==> config.mk <==
export PLATFORM = sky130hd
export DESIGN_NAME = keypad_scanner
export DESIGN_NICKNAME = d
export VERILOG_FILES = /design/src/rtl/keypad_scanner.sv
export SDC_FILE = /design/constraint.sdc
export NUM_CORES = 1
export LEC_CHECK = 0
export ABC_AREA = 0
export ABC_CLOCK_PERIOD_IN_PS = 4450
export CAP_MARGIN = 20
export CELL_PAD_IN_SITES_DETAIL_PLACEMENT = 1
export CELL_PAD_IN_SITES_GLOBAL_PLACEMENT = 1
export CORE_ASPECT_RATIO = 2
export CORE_MARGIN = 1
export CORE_UTILIZATION = 24
export DETAILED_ROUTE_END_ITERATION = 8
export GPL_ROUTABILITY_DRIVEN = 0
export GPL_TIMING_DRIVEN = 0
export PLACE_DENSITY_LB_ADDON = 0.12
export SLEW_MARGIN = 0
export SYNTH_ARGS = -nofsm -noshare
export SYNTH_HDL_FRONTEND = slang
export SYNTH_SLANG_ARGS = --single-unit
==> constraint.sdc <==
create_clock -name clk -period 4.45 [get_ports clk]
set_input_delay 0.89 -clock clk [delete_from_list [all_inputs] [get_ports clk]]
set_output_delay 0.89 -clock clk [all_outputs]
set_load 0.1 [all_outputs]
==> src/rtl/keypad_scanner.sv <==
// keypad_scanner: time-multiplexed 4x4 matrix keypad scanner with debounce.
// Drives one column low per dwell, samples the synchronised rows on the last
// dwell cycle, debounces press and release, and reports the accepted key.
//
// Optional feature: define TYPEMATIC_EN to auto-repeat key_valid every
// REPEAT_SAMPLES held samples. Without it, one key_valid is issued per press.
//
// Ports:
//   clk        board clock
//   reset      synchronous, active-high reset
//   row[3:0]   keypad rows, active-low, asynchronous to clk
//   col[3:0]   column drive, active-low one-hot
//   key_code   last accepted key, {row_idx, col_idx}
//   key_valid  one-cycle pulse when key_code is issued (or re-issued)
//   key_held   high while the accepted key remains pressed
//
// DEBOUNCE_SAMPLES must be at least 2.
`timescale 1ns/1ps

module keypad_scanner #(
  parameter int unsigned SCAN_DIV         = 17,
  parameter int unsigned DEBOUNCE_SAMPLES = 3,
  parameter int unsigned REPEAT_SAMPLES   = 64
) (
  input  logic       clk,
  input  logic       reset,
  input  logic [3:0] row,
  output logic [3:0] col,
  output logic [3:0] key_code,
  output logic       key_valid,
  output logic       key_held
);

  localparam int unsigned DWELL_W = (SCAN_DIV > 1) ? $clog2(SCAN_DIV) : 1;
  localparam int unsigned DEB_W   = $clog2(DEBOUNCE_SAMPLES + 1);

  typedef enum logic [1:0] {
    ST_SCAN,
    ST_DEBOUNCE,
    ST_HELD
  } state_t;

  state_t               state_q, state_d;
  logic [3:0]           row_meta, row_sync;
  logic [DWELL_W-1:0]   dwell_cnt;
  logic                 sample_tick;
  logic [1:0]           col_idx_q, col_idx_d;
  logic [1:0]           row_idx_q, row_idx_d;
  logic [DEB_W-1:0]     deb_cnt_q, deb_cnt_d;
  logic [3:0]           key_code_d;
  logic                 key_valid_d;
  logic                 key_held_d;
  logic [1:0]           low_row;

`ifdef TYPEMATIC_EN
  localparam int unsigned REP_W = $clog2(REPEAT_SAMPLES + 1);
  logic [REP_W-1:0]     rep_cnt_q, rep_cnt_d;
`else
  // Repeat interval has no effect in this build.
  if (REPEAT_SAMPLES == 0) begin : g_repeat_unused
  end
`endif

  // Two-flop synchroniser for the asynchronous row inputs.
  always_ff @(posedge clk) begin
    if (reset) begin
      row_meta <= 4'hF;
      row_sync <= 4'hF;
    end else begin
      row_meta <= row;
      row_sync <= row_meta;
    end
  end

  // Dwell counter; rows are sampled on its last count.
  always_ff @(posedge clk) begin
    if (reset) begin
      dwell_cnt <= '0;
    end else if (sample_tick) begin
      dwell_cnt <= '0;
    end else begin
      dwell_cnt <= dwell_cnt + DWELL_W'(1);
    end
  end

  assign sample_tick = (dwell_cnt == DWELL_W'(SCAN_DIV - 1));

  // Lowest-numbered low row wins when several are pressed.
  always_comb begin
    low_row = 2'd0;
    for (int i = 3; i >= 0; i--) begin
      if (!row_sync[i]) begin
        low_row = 2'(i);
      end
    end
  end

  // State and datapath registers.
  always_ff @(posedge clk) begin
    if (reset) begin
      state_q   <= ST_SCAN;
      col_idx_q <= 2'd0;
      row_idx_q <= 2'd0;
      deb_cnt_q <= '0;
      col       <= 4'b1110;
      key_code  <= 4'h0;
      key_valid <= 1'b0;
      key_held  <= 1'b0;
`ifdef TYPEMATIC_EN
      rep_cnt_q <= '0;
`endif
    end else begin
      state_q   <= state_d;
      col_idx_q <= col_idx_d;
      row_idx_q <= row_idx_d;
      deb_cnt_q <= deb_cnt_d;
      col       <= ~(4'b0001 << col_idx_d);
      key_code  <= key_code_d;
      key_valid <= key_valid_d;
      key_held  <= key_held_d;
`ifdef TYPEMATIC_EN
      rep_cnt_q <= rep_cnt_d;
`endif
    end
  end

  // Next-state and output logic; all decisions are taken on dwell-end samples.
  always_comb begin
    state_d     = state_q;
    col_idx_d   = col_idx_q;
    row_idx_d   = row_idx_q;
    deb_cnt_d   = deb_cnt_q;
    key_code_d  = key_code;
    key_valid_d = 1'b0;
    key_held_d  = key_held;
`ifdef TYPEMATIC_EN
    rep_cnt_d   = rep_cnt_q;
`endif

    if (sample_tick) begin
      case (state_q)
        ST_SCAN: begin
          if (row_sync == 4'hF) begin
            col_idx_d = col_idx_q + 2'd1;
          end else begin
            // Detection counts as the first matching sample.
            row_idx_d = low_row;
            deb_cnt_d = DEB_W'(1);
            state_d   = ST_DEBOUNCE;
          end
        end

        ST_DEBOUNCE: begin
          if (!row_sync[row_idx_q]) begin
            if (deb_cnt_q == DEB_W'(DEBOUNCE_SAMPLES - 1)) begin
              key_code_d  = {row_idx_q, col_idx_q};
              key_valid_d = 1'b1;
              key_held_d  = 1'b1;
              deb_cnt_d   = '0;
              state_d     = ST_HELD;
`ifdef TYPEMATIC_EN
              rep_cnt_d   = '0;
`endif
            end else begin
              deb_cnt_d = deb_cnt_q + DEB_W'(1);
            end
          end else begin
            // Bounce: abandon the press and resume scanning.
            deb_cnt_d = '0;
            col_idx_d = col_idx_q + 2'd1;
            state_d   = ST_SCAN;
          end
        end

        ST_HELD: begin
          if (row_sync[row_idx_q]) begin
            if (deb_cnt_q == DEB_W'(DEBOUNCE_SAMPLES - 1)) begin
              key_held_d = 1'b0;
              deb_cnt_d  = '0;
              col_idx_d  = col_idx_q + 2'd1;
              state_d    = ST_SCAN;
            end else begin
              deb_cnt_d = deb_cnt_q + DEB_W'(1);
            end
          end else begin
            // Any low sample restarts the release count.
            deb_cnt_d = '0;
`ifdef TYPEMATIC_EN
            if (rep_cnt_q == REP_W'(REPEAT_SAMPLES - 1)) begin
              key_valid_d = 1'b1;
              rep_cnt_d   = '0;
            end else begin
              rep_cnt_d = rep_cnt_q + REP_W'(1);
            end
`endif
          end
        end

        default: begin
          state_d = ST_SCAN;
        end
      endcase
    end
  end

endmodule

==> impl_metrics.json <==
{
  "asyncSetResetFlopFracSynth_pct": 0,
  "route.detailed.vias_per_inst": 4.93,
  "firstDrtPassIters": 4,
  "clk_root_buffer_cell": "sky130_fd_sc_hd__clkbuf_8",
  "combinational_family_with_the_most_area_after_synthesis": "simple AND/OR/NAND/NOR gates",
  "yosys.area_share.simple_pct": 21.1,
  "clk-insertion-delay-late_ns": 0.28,
  "diode_insertion_count_for_antenna_repair": 0,
  "cpPeakStageDelay_ns": 1.13,
  "critPathArrivalTime_ns": 1.74,
  "worstSetupEndpointType": "primary output",
  "post-cts-setup-buffer-count": 0,
  "floorplan.die.height_um": 109,
  "coreArea_mm2": 0.00547,
  "drv_slew": 0,
  "synth_xor_area_share_pct": 1.92,
  "max-cap-violations": 0,
  "drt.antenna.violating_nets": 0,
  "clock-skew-final_ns": 0.00543,
  "worst_hold_path_type": "reg -> reg",
  "synthesis.nets": 158,
  "synth-warning-count": 0,
  "routed-via-count": 1129,
  "design_power_total_mw": 0.522,
  "rsz0062_at_grt": "false",
  "post_cts_hold_fix_bufs": 0,
  "layout.nets": 180,
  "start_util_pct": 25.1,
  "cts.reportedPaths.clkPinSlew_ns": 0.06,
  "first_global_vias": 1253,
  "worst_ir_drop_vdd_mv": 0.187,
  "area_of_the_die_mm2": 0.00604,
  "nFillCells": 621,
  "synthAdderAreaFrac_pct": 5.47,
  "flow.area_growth_from_synthesis_pct": 22.4,
  "post_syn_area_per_cell_um2": 9.39,
  "tritoncts": "built",
  "predominant_post_synthesis_flop_cell": "sky130_fd_sc_hd__dfxtp_1",
  "synth-compound-area-share_pct": 14.8,
  "grt_residual_overflow": 0,
  "number_of_buffers_added_by_the_clock_tree_synthesis_step": 5,
  "required_ns": 3.56,
  "number_of_enable_type_register_cells_in_the_synthesized_netlist": 0,
  "grt_first_pass_wirelength_um": 5890,
  "number_of_antenna_violations_at_the_first_check_in_global_routing": 0,
  "crit_path_max_fanout": 2,
  "cp_cell_sequence": "clkdlybuf4s50_1",
  "syn-cell-area_mm2": 0.00137,
  "grt_start_max_net_pins": 11,
  "worst_hold_slack_ns": 0.410,
  "final.setup.worst_slack_ns": 1.82,
  "finalHoldViolations": 0,
  "ys_seq_area_share_pct": 45.3,
  "max-slew-margin-rel_pct": 34.9,
  "worst_slew_pin_slew_ns": 0.973,
  "total_instance_count_after_detailed_placement": 221,
  "critPathTopFamily": "buffers and inverters",
  "finalSetupViolCount": 0,
  "wl_per_cell_um": 15.0,
  "cts_htree_levels": 2,
  "timing.critical_path.from_type": "flop",
  "timing.final.crit_share_pct": 59.1,
  "most_frequent_cells_in_the_layout": "sky130_fd_sc_hd__dfxtp_1 (31), sky130_fd_sc_hd__nor2_1 (15), sky130_fd_sc_hd__clkdlybuf4s50_1 (15), sky130_fd_sc_hd__inv_1 (11), sky130_fd_sc_hd__nand2_1 (11)",
  "drcViolationCount": 0,
  "powerDensity_mw_per_mm2": 311,
  "hpwl_um": 2710,
  "p_leak_nw": 0.637,
  "final_period_minus_worst_setup_slack_ns": 2.63,
  "syn_inst": 146,
  "final_layout_size_suffix_gt1_share_pct": 14.8,
  "post_cts.resized_instances": 0,
  "critical_path.slowest_cell": "sky130_fd_sc_hd__clkdlybuf4s50_1",
  "multiplexer_share_of_the_synthesized_area_pct": 6.02,
  "die_width_um": 55.5,
  "tns_ns": 0,
  "utilization_pct": 30.7,
  "dpl_cell_area_mm2": 0.00160,
  "layout_commonest_cell": "sky130_fd_sc_hd__dfxtp_1",
  "detailedRoute.firstIterationViolations": 12,
  "port_buffers": 15,
  "path_class": "reg -> out",
  "count_of_state_elements_after_synthesis": 31,
  "instances_no_fill": 229,
  "dp_slack_ns": 2.06,
  "fmaxAchievable_mhz": 381,
  "clock_path_buffers": 2,
  "top_level_ports": 16,
  "critical_path_buf_inv_count": 1,
  "wl_um": 3440,
  "stdcell_area_mm2": 0.00168,
  "synth.distinct_cells": 39,
  "outcome": "finished, final reports clean",
  "all_layer_global_routing_usage_pct": 12.8,
  "cts.sinks": 31,
  "rows": 38
}
==> final timing paths <==
kind	to	cells after the start	start	slack, ns
setup reg to reg	col[3]$_SDFF_PP1_	8	state_q[1]$_SDFFE_PP0P_	2.27
setup / recovery	key_code[2]	1	key_code[2]$_SDFFE_PP0P_	1.82
hold / removal	row_sync[2]$_SDFF_PP1_	1	row_meta[2]$_SDFF_PP1_	0.41
hold reg to reg	row_sync[2]$_SDFF_PP1_	1	row_meta[2]$_SDFF_PP1_	0.41
==> power by group <==
| part | switching (mW) | internal (mW) |
|---|---|---|
| sequential | 0.00392 | 0.283 |
| combinational | 0.0132 | 0.0120 |
| clock | 0.100 | 0.110 |
| total | 0.117 | 0.405 |
==> kinds of logic after synthesis <==
kind of cell    count (synthesis)
xor+xnor                        3
buf+inv                        17
simple gates                   55
fa+ha+maj                       6
mux                             7
compound gates                 27
flops                          31
==> per-layer routing <==
metal	global-route usage [%]	routed length, µm	vias to the layer above
li1	-	-	540
met2	25.3	2040	22
met3	2.61	81	8
met1	11.4	1230	559
met4	8.39	92	0
met5	0	0	-
==> sequential cells by signal, indices dropped and copies added (netlist names) <==
signal / cells
col_idx_q: 2
dwell_cnt: 5
deb_cnt_q: 2
key_valid: 1
key_code: 4
row_meta: 4
row_sync: 4
col: 4
row_idx_q: 2
key_held: 1
state_q: 2
==> synth_stat cells (2+ instances only) <==
master,count,area (µm²)
sky130_fd_sc_hd__o21a_1,2,15.0
sky130_fd_sc_hd__clkbuf_1,2,7.51
sky130_fd_sc_hd__nor4b_1,2,17.5
sky130_fd_sc_hd__or2_2,9,56.3
sky130_fd_sc_hd__a21oi_1,7,35.0
sky130_fd_sc_hd__nor2b_1,3,18.8
sky130_fd_sc_hd__nand2_1,11,41.3
sky130_fd_sc_hd__ha_1,6,75.1
sky130_fd_sc_hd__dfxtp_1,31,621
sky130_fd_sc_hd__inv_1,11,41.3
sky130_fd_sc_hd__nor2_1,15,56.3
sky130_fd_sc_hd__mux2i_1,6,60.1
sky130_fd_sc_hd__buf_2,3,15.0
sky130_fd_sc_hd__xor2_1,2,17.5
sky130_fd_sc_hd__o21ai_0,6,30.0
sky130_fd_sc_hd__nand3_1,7,35.0
==> cell type report <==
cell class / instances / area [µm²] / share of cell area, %
flip-flops and latches: 31 / 621 / 37.0
well taps: 60 / 75.1 / 4.47
clock inverters: 1 / 5.00 / 0.298
repair buffers: 15 / 150 / 8.95
multi-input cells: 98 / 676 / 40.3
inverters: 11 / 41.3 / 2.46
plain buffers: 6 / 33.8 / 2.01
clock buffers: 7 / 76.3 / 4.55
(Power assumes the default switching activity.)
